### src/rtl/exec_pkg.sv
// Shared types for the execute stage: op codes, condition codes, NZCV
// bundle, multiplier FSM states and the branch-condition evaluator.
package exec_pkg;

  typedef enum logic [2:0] {
    OP_PASSB = 3'b000,
    OP_RSVD  = 3'b001,
    OP_ADD   = 3'b010,
    OP_SUB   = 3'b011,
    OP_AND   = 3'b100,
    OP_OR    = 3'b101,
    OP_XOR   = 3'b110,
    OP_MUL   = 3'b111
  } alu_op_e;

  typedef enum logic [3:0] {
    CC_EQ = 4'b0000,
    CC_NE = 4'b0001,
    CC_HS = 4'b0010,
    CC_LO = 4'b0011,
    CC_MI = 4'b0100,
    CC_PL = 4'b0101,
    CC_VS = 4'b0110,
    CC_VC = 4'b0111,
    CC_HI = 4'b1000,
    CC_LS = 4'b1001,
    CC_GE = 4'b1010,
    CC_LT = 4'b1011,
    CC_GT = 4'b1100,
    CC_LE = 4'b1101,
    CC_AL = 4'b1110,
    CC_NV = 4'b1111
  } cond_e;

  typedef struct packed {
    logic n;
    logic z;
    logic c;
    logic v;
  } nzcv_t;

  typedef enum logic [1:0] {
    IDLE = 2'b00,
    MUL  = 2'b01,
    DONE = 2'b10
  } exec_state_e;

  function automatic logic cond_eval(
    input nzcv_t f,
    input cond_e cc
  );
    logic ge;
    logic gt;
    logic r;
    ge = (f.n == f.v);
    gt = !f.z && ge;
    case (cc)
      CC_EQ:   r = f.z;
      CC_NE:   r = !f.z;
      CC_HS:   r = f.c;
      CC_LO:   r = !f.c;
      CC_MI:   r = f.n;
      CC_PL:   r = !f.n;
      CC_VS:   r = f.v;
      CC_VC:   r = !f.v;
      CC_HI:   r = f.c && !f.z;
      CC_LS:   r = !(f.c && !f.z);
      CC_GE:   r = ge;
      CC_LT:   r = !ge;
      CC_GT:   r = gt;
      CC_LE:   r = !gt;
      default: r = 1'b1;
    endcase
    return r;
  endfunction

endpackage

### src/rtl/exec_unit_p_mul_iter.sv
// Iterative shift-add multiplier, MUL_BITS_PC multiplier bits per cycle.
// Produces the low WIDTH bits of the unsigned product.
import exec_pkg::*;

module mul_iter #(
  parameter int WIDTH       = 64,
  parameter int MUL_BITS_PC = 1
) (
  input  logic             clk,
  input  logic             reset,
  input  logic             start,
  input  logic [WIDTH-1:0] a,
  input  logic [WIDTH-1:0] b,
  output logic             busy,
  output logic             done,
  output logic [WIDTH-1:0] product
);

  localparam int MUL_CYC = WIDTH / MUL_BITS_PC;
  localparam int CW      = $clog2(MUL_CYC + 1);
  localparam logic [CW-1:0] LAST = CW'(MUL_CYC - 1);

  logic [WIDTH-1:0] mcand_q;
  logic [WIDTH-1:0] mplier_q;
  logic [WIDTH-1:0] acc_q;
  logic [WIDTH-1:0] pp;
  logic [WIDTH-1:0] acc_d;
  logic [CW-1:0]    cnt_q;

  always_comb begin
    pp = '0;
    for (int i = 0; i < MUL_BITS_PC; i++) begin
      if (mplier_q[i]) pp = pp + (mcand_q << i);
    end
  end

  assign acc_d   = acc_q + pp;
  assign done    = busy && (cnt_q == LAST);
  assign product = acc_d;

  always_ff @(posedge clk) begin
    if (reset) begin
      busy     <= 1'b0;
      cnt_q    <= '0;
      acc_q    <= '0;
      mcand_q  <= '0;
      mplier_q <= '0;
    end else if (start) begin
      busy     <= 1'b1;
      cnt_q    <= '0;
      acc_q    <= '0;
      mcand_q  <= a;
      mplier_q <= b;
    end else if (busy) begin
      acc_q    <= acc_d;
      mcand_q  <= mcand_q << MUL_BITS_PC;
      mplier_q <= mplier_q >> MUL_BITS_PC;
      if (cnt_q == LAST) begin
        cnt_q <= '0;
        busy  <= 1'b0;
      end else begin
        cnt_q <= cnt_q + CW'(1);
      end
    end
  end

endmodule

### src/rtl/exec_unit_p.sv
// Execute stage: ALU-src mux, ALU, NZCV register, B.cond, registered result.
// EXEC_MUL_EN adds the iterative multiplier and IDLE/MUL/DONE issue FSM.
import exec_pkg::*;

module exec_unit_p #(
  parameter int WIDTH       = 64,
  parameter int MUL_BITS_PC = 1
) (
  input  logic             clk,
  input  logic             reset,
  input  logic             in_valid,
  output logic             in_ready,
  input  logic [WIDTH-1:0] ex_da,
  input  logic [WIDTH-1:0] ex_db,
  input  logic [WIDTH-1:0] ex_imm,
  input  logic             ex_alu_src,
  input  logic [2:0]       ex_alu_op,
  input  logic             ex_flag_write,
  input  logic             ex_is_bcond,
  input  logic [3:0]       ex_cond,
  output logic             out_valid,
  output logic [WIDTH-1:0] ex_result,
  output logic [3:0]       flags_q,
  output logic             br_taken
);

  alu_op_e          op;
  logic [WIDTH-1:0] op_b;
  logic [WIDTH:0]   add_sum;
  logic [WIDTH:0]   sub_sum;
  logic [WIDTH-1:0] alu_res;
  nzcv_t            alu_f;
  logic             accept;
  logic             issue_1c;
  logic             br_eval;

  assign op      = alu_op_e'(ex_alu_op);
  assign op_b    = ex_alu_src ? ex_imm : ex_db;
  assign add_sum = {1'b0, ex_da} + {1'b0, op_b};
  assign sub_sum = {1'b0, ex_da} + {1'b0, ~op_b}
                 + {{WIDTH{1'b0}}, 1'b1};

  always_comb begin
    alu_res = '0;
    alu_f   = '0;
    case (op)
      OP_PASSB: alu_res = op_b;
      OP_ADD: begin
        alu_res = add_sum[WIDTH-1:0];
        alu_f.c = add_sum[WIDTH];
        alu_f.v = (ex_da[WIDTH-1] == op_b[WIDTH-1])
               && (alu_res[WIDTH-1] != ex_da[WIDTH-1]);
      end
      OP_SUB: begin
        alu_res = sub_sum[WIDTH-1:0];
        alu_f.c = sub_sum[WIDTH];
        alu_f.v = (ex_da[WIDTH-1] != op_b[WIDTH-1])
               && (alu_res[WIDTH-1] != ex_da[WIDTH-1]);
      end
      OP_AND:  alu_res = ex_da & op_b;
      OP_OR:   alu_res = ex_da | op_b;
      OP_XOR:  alu_res = ex_da ^ op_b;
      default: alu_res = '0;
    endcase
    alu_f.n = alu_res[WIDTH-1];
    alu_f.z = (alu_res == '0);
  end

  assign accept  = in_valid && in_ready;
  // Condition sees committed flags only; the branch's own flags land later.
  assign br_eval = ex_is_bcond
                && cond_eval(nzcv_t'(flags_q), cond_e'(ex_cond));

`ifdef EXEC_MUL_EN
  exec_state_e      state_q;
  exec_state_e      state_d;
  logic             fw_q;
  logic             mul_start;
  logic             mul_busy;
  logic             mul_done;
  logic             mul_fin;
  logic [WIDTH-1:0] mul_prod;

  assign mul_start = accept && (op == OP_MUL);
  assign mul_fin   = (state_q == MUL) && mul_done;
  assign issue_1c  = accept && !mul_start;
  assign in_ready  = !reset && !mul_busy;

  mul_iter #(
    .WIDTH       (WIDTH),
    .MUL_BITS_PC (MUL_BITS_PC)
  ) u_mul (
    .clk     (clk),
    .reset   (reset),
    .start   (mul_start),
    .a       (ex_da),
    .b       (op_b),
    .busy    (mul_busy),
    .done    (mul_done),
    .product (mul_prod)
  );

  always_comb begin
    state_d = state_q;
    case (state_q)
      IDLE:    if (mul_start) state_d = MUL;
      MUL:     if (mul_done) state_d = DONE;
      DONE:    state_d = mul_start ? MUL : IDLE;
      default: state_d = IDLE;
    endcase
  end

  always_ff @(posedge clk) begin
    if (reset) state_q <= IDLE;
    else       state_q <= state_d;
  end
`else
  assign issue_1c = accept;
  assign in_ready = !reset;
`endif

  always_ff @(posedge clk) begin
    if (reset) begin
      out_valid <= 1'b0;
      ex_result <= '0;
      flags_q   <= '0;
      br_taken  <= 1'b0;
`ifdef EXEC_MUL_EN
      fw_q      <= 1'b0;
`endif
    end else begin
      out_valid <= 1'b0;
      br_taken  <= 1'b0;
`ifdef EXEC_MUL_EN
      if (mul_start) fw_q <= ex_flag_write;
      if (mul_fin) begin
        out_valid <= 1'b1;
        ex_result <= mul_prod;
        if (fw_q) begin
          flags_q <= {mul_prod[WIDTH-1], mul_prod == '0, 2'b00};
        end
      end
`endif
      if (issue_1c) begin
        out_valid <= 1'b1;
        ex_result <= alu_res;
        br_taken  <= br_eval;
        if (ex_flag_write) flags_q <= alu_f;
      end
    end
  end

endmodule
### config.mk
export PLATFORM = sky130hd
export DESIGN_NAME = exec_unit_p
export DESIGN_NICKNAME = d
export VERILOG_FILES = /design/src/rtl/exec_pkg.sv /design/src/rtl/exec_unit_p_mul_iter.sv /design/src/rtl/exec_unit_p.sv
export SDC_FILE = /design/constraint.sdc
export NUM_CORES = 1
export LEC_CHECK = 0
export ABC_AREA = 1
export BUFFER_PORTS_ARGS = -buffer_cell sky130_fd_sc_hd__buf_2
export CAP_MARGIN = 40
export CORE_MARGIN = 1.5
export CORE_UTILIZATION = 61
export DETAILED_ROUTE_END_ITERATION = 7
export PLACE_DENSITY = 0.87
export SLEW_MARGIN = 20
export SYNTH_ARGS = -nofsm -noshare
export SYNTH_HDL_FRONTEND = slang
export SYNTH_SLANG_ARGS = --single-unit
### constraint.sdc
create_clock -name clk -period 3.6 [get_ports clk]
set_input_delay 0.54 -clock clk [delete_from_list [all_inputs] [get_ports clk]]
set_output_delay 0.54 -clock clk [all_outputs]
set_load 0.05 [all_outputs]
==> flow_summary.toml, run 1 <==
[yosys]
yosys.area_share.simple_pct = 43.1
ys.flop_type = "dfxtp_1"
synth-compound-area-share_pct = 16.0
synth.ff_latch_count = 70
synth_top_family_by_area = "simple AND/OR/NAND/NOR gates"
synth_area_mm2 = 0.0192
ys_types = 54
synth_edf_count = 0
synthAdderAreaFrac_pct = 13.6
syn_area_per_cell_um2 = 5.19
synthCells = 3696
synth_xor_area_share_pct = 0.0913
synth-async-reset-ratio_pct = 0
ys_warn_count = 0
synth.area.mux_share_pct = 0
ys_seq_area_share_pct = 7.30
synth_nets = 4109

[die]
row_count = 64
fp.dieW_um = 180
io_pins = 276
die-height_um = 180
start_util_pct = 62.4

[outcome]
firstError = "[ERROR GRT-0232] Routing congestion too high. Check the congestion heatmap in the GUI."
haltStage = "global routing"
status = "stopped before the end"

[clock_network]
clock-sinks = 70
cts_buffer_depth = 2
htreeDepth = 3
cts_buffers = 9
cts_hold_buf = 0
root_buffer = "clkbuf_16"

[placed_design]
routabilityCongestion = 1.23
hpwl_um = 81600
portBuffers = 275

[sta]
grt_worst_setup_endpoint = "flags_q[2]$_SDFFE_PP0P_/D"
worst_endpoint_kind = "register data pin"

[grt]
grt_max_degree = 64
grt_usage_pct = 82.5
overflow = 211
## synth_stat cells, types with 5 or more instances
master / count / area share, %
inv_1: 800 / 16
a221oi_1: 45 / 2.1
nor2_1: 417 / 8.2
a21oi_2: 7 / 0.32
a21oi_1: 142 / 3.7
o21ai_1: 20 / 0.52
ha_1: 206 / 13
nor3_1: 16 / 0.42
dfxtp_1: 70 / 7.3
nand3b_1: 5 / 0.20
buf_4: 19 / 0.74
nand2_2: 24 / 0.78
nand4_1: 26 / 0.85
nand3_1: 268 / 7.0
nor3_2: 5 / 0.26
o211ai_1: 19 / 0.74
o21ai_2: 30 / 1.4
clkbuf_1: 23 / 0.45
nand2_1: 1150 / 22
buf_6: 21 / 1.2
buf_1: 10 / 0.20
nor2_2: 24 / 0.78
nor2_4: 13 / 0.76
o21ai_0: 136 / 3.5
inv_2: 30 / 0.59
o21bai_1: 19 / 0.74
o22ai_1: 66 / 2.2
nand3_2: 5 / 0.26
buf_2: 33 / 0.86
## through the flow
| stage | setup WS, ns | utilization [%] | cells | instance area, µm² | hold slack (ns) |
|---|---|---|---|---|---|
| 3_3_place_gp | -0.587 | 83.1 | 4929 | 25500 | 0.462 |
| 2_1_floorplan | 0.373 | - | 3696 | 19200 | 0.632 |
| 4_1_cts | -0.0142 | 84.7 | 4945 | 26000 | 0.361 |
| 3_5_place_dp | -0.642 | 83.1 | 4929 | 25500 | 0.479 |
## per-layer routing
metal | overflow | GRT usage (%)
met1 | 8 | 82.5
met4 | 83 | 80.7
met5 | 1 | 35.4
met2 | 109 | 96.3
met3 | 10 | 72.1
## repair_timing
action	in CTS
setup endpoints to repair	3
pin swaps	2
gates resized for setup	47
setup buffers	0
## logic make-up after synthesis
| kind of cell | Yosys count |
|---|---|
| simple gates | 1975 |
| buf+inv | 939 |
| compound gates | 502 |
| fa+ha+maj | 208 |
| flops | 70 |
| xor+xnor | 2 |
==> inputs of run 2 (changes only) <==
--- a/config.mk
+++ b/config.mk
@@ -9,9 +9,9 @@
 export BUFFER_PORTS_ARGS = -buffer_cell sky130_fd_sc_hd__buf_2
 export CAP_MARGIN = 40
 export CORE_MARGIN = 1.5
-export CORE_UTILIZATION = 61
+export CORE_UTILIZATION = 40
 export DETAILED_ROUTE_END_ITERATION = 7
-export PLACE_DENSITY = 0.87
+export PLACE_DENSITY_LB_ADDON = 0.15
 export SLEW_MARGIN = 20
 export SYNTH_ARGS = -nofsm -noshare
 export SYNTH_HDL_FRONTEND = slang
==> run 2 against run 1 <==
Compared with the run above: the run now ends clean; synthesized cell count is the same; synthesized area did not move.
==> flow_summary.toml, run 2 <==
[grt]
grt_max_degree = 64
grt_usage_pct = 38.0
grt_pass1_vias = 24661
overflow = 0
grt_first_pass_wirelength_um = 144000
antenna_found_initial = 1

[setup_path]
crit_type = "in2reg"
cpMostUsedCell = "nand2_1"
crit_arrival_ns = 3.81
crit_required_ns = 3.87
crit_fanout = 9
cp_slowest_cell = "buf_4"
cpPeakStageDelay_ns = 0.22
start_kind = "input pin"
cp-end-kind = "flop"

[drt]
drc = 0
antenna_left = 0
wl_um = 99500
drt_iter0_markers = 3415
num_vias = 27418
dr.pass1.iters = 8
via_per_inst = 5.22
route.detailed.wl_per_inst_um = 18.9

[sta]
fmax_mhz = 282
worst_slew_pin_slew_ns = 1.17
setup-violations-final = 0
tns_ns = 0
post-route-min-period_ns = 3.54
slew_viol_final = 0
post-route-period-util_pct = 98.4
fin_skew_ns = 0.00765
hold_viol = 0
slew_headroom_pct = 22.3

[worst_hold_path]
hold_class = "in2reg"

[job]
cap_viol_max_count = 0

[clock_network]
clkSlewWorstSetupHoldPaths_ns = 0.06
cts_buffer_depth = 2
cts_buffers = 9
htreeDepth = 3
root_buffer = "clkbuf_16"
clock-sinks = 70
clock_latency_ns = 0.33
cts_hold_buf = 0
cts_tree = "done"

[power]
ir_drop_mv = 0.408
power_density_mw_per_mm2 = 260
cellLeakagePower_nw = 16.8

[yosys]
synth_area_mm2 = 0.0192
synth-async-reset-ratio_pct = 0
syn_area_per_cell_um2 = 5.19
synth_top_area_share_pct = 22.5
ys_types = 54
synthTopCellsByCount = "nand2_1 (1,150), inv_1 (800), nor2_1 (417)"
ys.flop_type = "dfxtp_1"
synthCells = 3696
yosysMostFrequentCell = "nand2_1"
ys_top_cells_by_area = "nand2_1 (22%), inv_1 (16%), ha_1 (13%), nor2_1 (8.2%), dfxtp_1 (7.3%)"
ys_seq_area_share_pct = 7.30
synth.ff_latch_count = 70
synth_edf_count = 0
ys_warn_count = 0
synth_nets = 4109
synth_top_area_cell = "nand2_1"

[cells_and_area]
fill_cells = 5055
num-nets-final = 5049
synthToLayoutAreaGrowth_pct = 45.6
largestRegisters = "ex_result: 64 flops, flags_q: 4 flops"
final_cell_mix = "nand2_1 (1,120), inv_1 (796), buf_4 (743)"
postLayoutCoreUtil_pct = 58.8
final_common_cell = "nand2_1"
drive_gt1_share_pct = 30.5
fin_cells = 5257
top_register = "ex_result"
postLayoutCellArea_mm2 = 0.0279
largest_register_ffs = 64

[die]
coreArea_mm2 = 0.0475
die-height_um = 222
start_util_pct = 40.4
row_count = 80
io_pins = 276
fp.dieW_um = 222
fp.dieArea_mm2 = 0.0493

[placed_design]
placed_cells = 5226
routabilityCongestion = 1.15
portBuffers = 275
hpwl_um = 83700
place_area_mm2 = 0.0264

[outcome]
status = "finished, final reports clean"
run 2: cell counts after synthesis:
Identical to the previous run, type by type.
run 2: routing by layer:
layer	wire length [µm]	vias up	global-route usage (%)
li1	-	13280	-
met1	42600	12448	53.8
met2	40500	1473	57.6
met3	12500	217	7.01
met4	3860	0	11.8
met5	0	-	0
run 2: logic make-up (layout without fill, tap and decap cells):
| family | count (synthesis) | after routing | share of synthesized area (%) |
|---|---|---|---|
| simple gates | 1975 | 1975 | 43.1 |
| buf+inv | 939 | 1884 | 19.9 |
| compound gates | 502 | 502 | 16.0 |
| fa+ha+maj | 208 | 208 | 13.6 |
| flops | 70 | 70 | 7.30 |
| xor+xnor | 2 | 2 | 0.0913 |
| other cells | 0 | 1 | 0 |
run 2: worst paths after layout:
kind	from	end	slack [ns]	cells past startpoint
setup reg to reg	flags_q[0]	br_taken	2.26	6
hold reg to reg	ex_result[4]	ex_result[4]	0.47	2
hold / removal	ex_cond[3]	br_taken	0.41	2
setup / recovery	ex_alu_src	flags_q[2]	0.06	27
run 2: worst max-delay path: cells and delay by family:
kind,cells,cell delay [ns]
buffers and inverters,8,1.03
AND/OR/NAND/NOR,17,1.82
adder cells (fa/ha/maj),1,0.20
AO/OA/AOI/OAI,1,0.19
run 2: power breakdown:
| part | switching [mW] | total [mW] | internal [mW] | leakage [nW] |
|---|---|---|---|---|
| Sequential | 0.0362 | 0.870 | 0.834 | 0.578 |
| Combinational | 3.28 | 5.46 | 2.18 | 16.1 |
| Clock | 0.335 | 0.940 | 0.605 | 0.152 |
run 2: final cells by class:
type	count	area [µm²]	area share [%]
Tap cell	615	769	2.75
Multi-Input combinational cell	2687	15000	53.6
Timing Repair Buffer	1038	7370	26.4
Clock buffer	10	229	0.819
Inverter	830	3120	11.1
Antenna cell	1	2.50	0.00896
Sequential cell	70	1400	5.01
Clock inverter	6	86.3	0.309
run 2: metrics by stage:
| stage | total power, mW | worst slack, ns | hold slack [ns] |
|---|---|---|---|
| after floorplan | 3.38 | 0.373 | 0.632 |
| after global placement | 5.86 | -0.682 | 0.463 |
| after detailed placement | 5.86 | -0.780 | 0.462 |
| after CTS | 6.84 | 0.00287 | 0.404 |
| after global routing | 7.65 | -0.0422 | 0.425 |
| final | 7.27 | 0.0588 | 0.407 |
run 2: what timing repair did:
item	in CTS	in global routing
cloned	0	4
gates resized for setup	22	266
setup buffers	0	10
pin swaps	0	27
setup endpoints to repair	8	29
No activity file was read; power rests on OpenSTA's default activity.
==> inputs of run 3 (changes only) <==
--- a/config.mk
+++ b/config.mk
@@ -11,6 +11,7 @@
 export CORE_MARGIN = 1.5
 export CORE_UTILIZATION = 40
 export DETAILED_ROUTE_END_ITERATION = 7
+export MAX_ROUTING_LAYER = met4
 export PLACE_DENSITY_LB_ADDON = 0.15
 export SLEW_MARGIN = 20
 export SYNTH_ARGS = -nofsm -noshare
==> run 3 against run 2 <==
Compared with the run above: register-to-register slack gained 0.04 ns; via count about the same; critical path depth fell by 4; global-route usage grew 2.0 points; first-iteration DRC count shrank 0.53%; clock-buffer cell count grew 1; sequential share of layout area fell by 0.10 points; critical path type unchanged.
==> flow_summary.toml, run 3 (synthesized netlist as in run 2, its figures left out) <==
[power]
cellLeakagePower_nw = 17.1
ir_drop_mv = 0.432
power_density_mw_per_mm2 = 262

[setup_path]
crit_arrival_ns = 3.77
path_cells = "clkbuf_16 > clkbuf_16 > o21ai_1 > ha_1 > buf_4 > nor2_1 > buf_4 > nand2_1 > nor2_1 > nand2_1 > nor2_1 > nand2_1 > nand2_1 > nand2_1 > nand3_1 > nand3_1 > nor2_1 > nand2_1 > nor2_1 > nand3_1 > nor2_1 > nor2_1 > nor2_1"
crit_type = "in2reg"
cpMostUsedCell = "nor2_1"
crit_required_ns = 3.87
cp-end-kind = "flop"
start_kind = "input pin"
crit_fanout = 11
cpPeakStageDelay_ns = 0.36
r2r_slack_ns = 2.30
cp_slowest_cell = "ha_1"

[clock_network]
clock-sinks = 70
cts_buffers = 9
clock_latency_ns = 0.33
cts_buffer_depth = 2
cts_tree = "done"
root_buffer = "clkbuf_16"
htreeDepth = 3
cts_hold_buf = 0
clkSlewWorstSetupHoldPaths_ns = 0.06

[die]
start_util_pct = 40.4
fp.dieArea_mm2 = 0.0493
die-height_um = 222
fp.dieW_um = 222
row_count = 80
io_pins = 276
coreArea_mm2 = 0.0475

[cells_and_area]
drive_gt1_share_pct = 31.8
final_cell_mix = "nand2_1 (1,112), inv_1 (796), buf_4 (785)"
num-nets-final = 5098
seq_area_mm2 = 0.00140
fill_cells = 4959
postLayoutCellArea_mm2 = 0.0285
largestRegisters = "ex_result: 64 flops, flags_q: 4 flops"
synthToLayoutAreaGrowth_pct = 48.7
largest_register_ffs = 64
top_register = "ex_result"
multi_input_area_mm2 = 0.0151
final_common_cell = "nand2_1"

[sta]
fmax_mhz = 286
post-route-period-util_pct = 97.0
layout_setup_ws_ns = 0.107
slew_viol_final = 0
worst_slew_pin_slew_ns = 1.12
hold_viol = 0
fin_skew_ns = 0.00775
post-route-min-period_ns = 3.49
tns_ns = 0
setup-violations-final = 0
slew_headroom_pct = 25.1

[grt]
antenna_found_initial = 2
overflow = 0
grt_usage_pct = 39.9
grt_first_pass_wirelength_um = 146000
grt_pass1_vias = 24823
grt_max_degree = 64

[placed_design]
hpwl_um = 85100
routabilityCongestion = 1.14
place_area_mm2 = 0.0268
place_ws_ns = -0.651
portBuffers = 275

[drt]
wl_um = 101000
dr.pass1.iters = 6
via_per_inst = 5.17
antenna_left = 0
drt_iter0_markers = 3397
num_vias = 27444
drc = 0
route.detailed.wl_per_inst_um = 19.0

[job]
cap_viol_max_count = 0

[worst_hold_path]
hold_class = "in2reg"

[outcome]
status = "finished, final reports clean"
run 3: worst paths after layout:
check / startpoint / to / cells after the start
setup / recovery: ex_alu_src / flags_q[2] / 23
hold reg to reg: ex_result[0] / ex_result[0] / 2
setup reg to reg: flags_q[0] / br_taken / 6
hold / removal: ex_cond[3] / br_taken / 2
run 3: repair_timing:
item,4_1_cts,5_1_grt
pin swaps,0,31
cloned,0,5
setup buffers,0,13
setup endpoints to repair,2,27
gates resized for setup,34,293
run 3: power by group:
part	internal [mW]	switching [mW]	total (mW)	leakage [nW]
clock network	0.680	0.340	1.02	0.164
logic	2.25	3.34	5.59	16.4
registers	0.834	0.0355	0.870	0.578
run 3: final cells by class:
type | instances | share of cell area, %
multi-input combinational | 2687 | 52.9
timing repair buffer | 1087 | 27.4
inverter | 830 | 10.9
sequential | 70 | 4.91
tap | 615 | 2.70
clock buffer | 11 | 0.816
clock inverter | 5 | 0.377
antenna | 3 | 0.0263
run 3: metrics by stage:
stage | utilization [%] | power, mW | hold WS (ns) | std cells
2_1_floorplan | - | 3.38 | 0.632 | 3696
3_3_place_gp | 56.4 | 5.95 | 0.466 | 5271
3_5_place_dp | 56.4 | 5.95 | 0.467 | 5271
4_1_cts | 57.3 | 7.01 | 0.401 | 5287
5_1_grt | 60.0 | 7.88 | 0.408 | 5307
6_report | 60.0 | 7.48 | 0.406 | 5308
run 3: layer usage:
layer,wire length [µm],track usage (%)
met5,0,-
met4,3100,10.6
met3,11300,4.88
met2,41200,58.2
met1,45000,57.4
run 3: critical path, delay by kind of cell:
family | cells | cell delay (ns)
compound gates | 1 | 0.31
buf+inv | 4 | 0.74
fa+ha+maj | 1 | 0.36
simple gates | 17 | 1.80
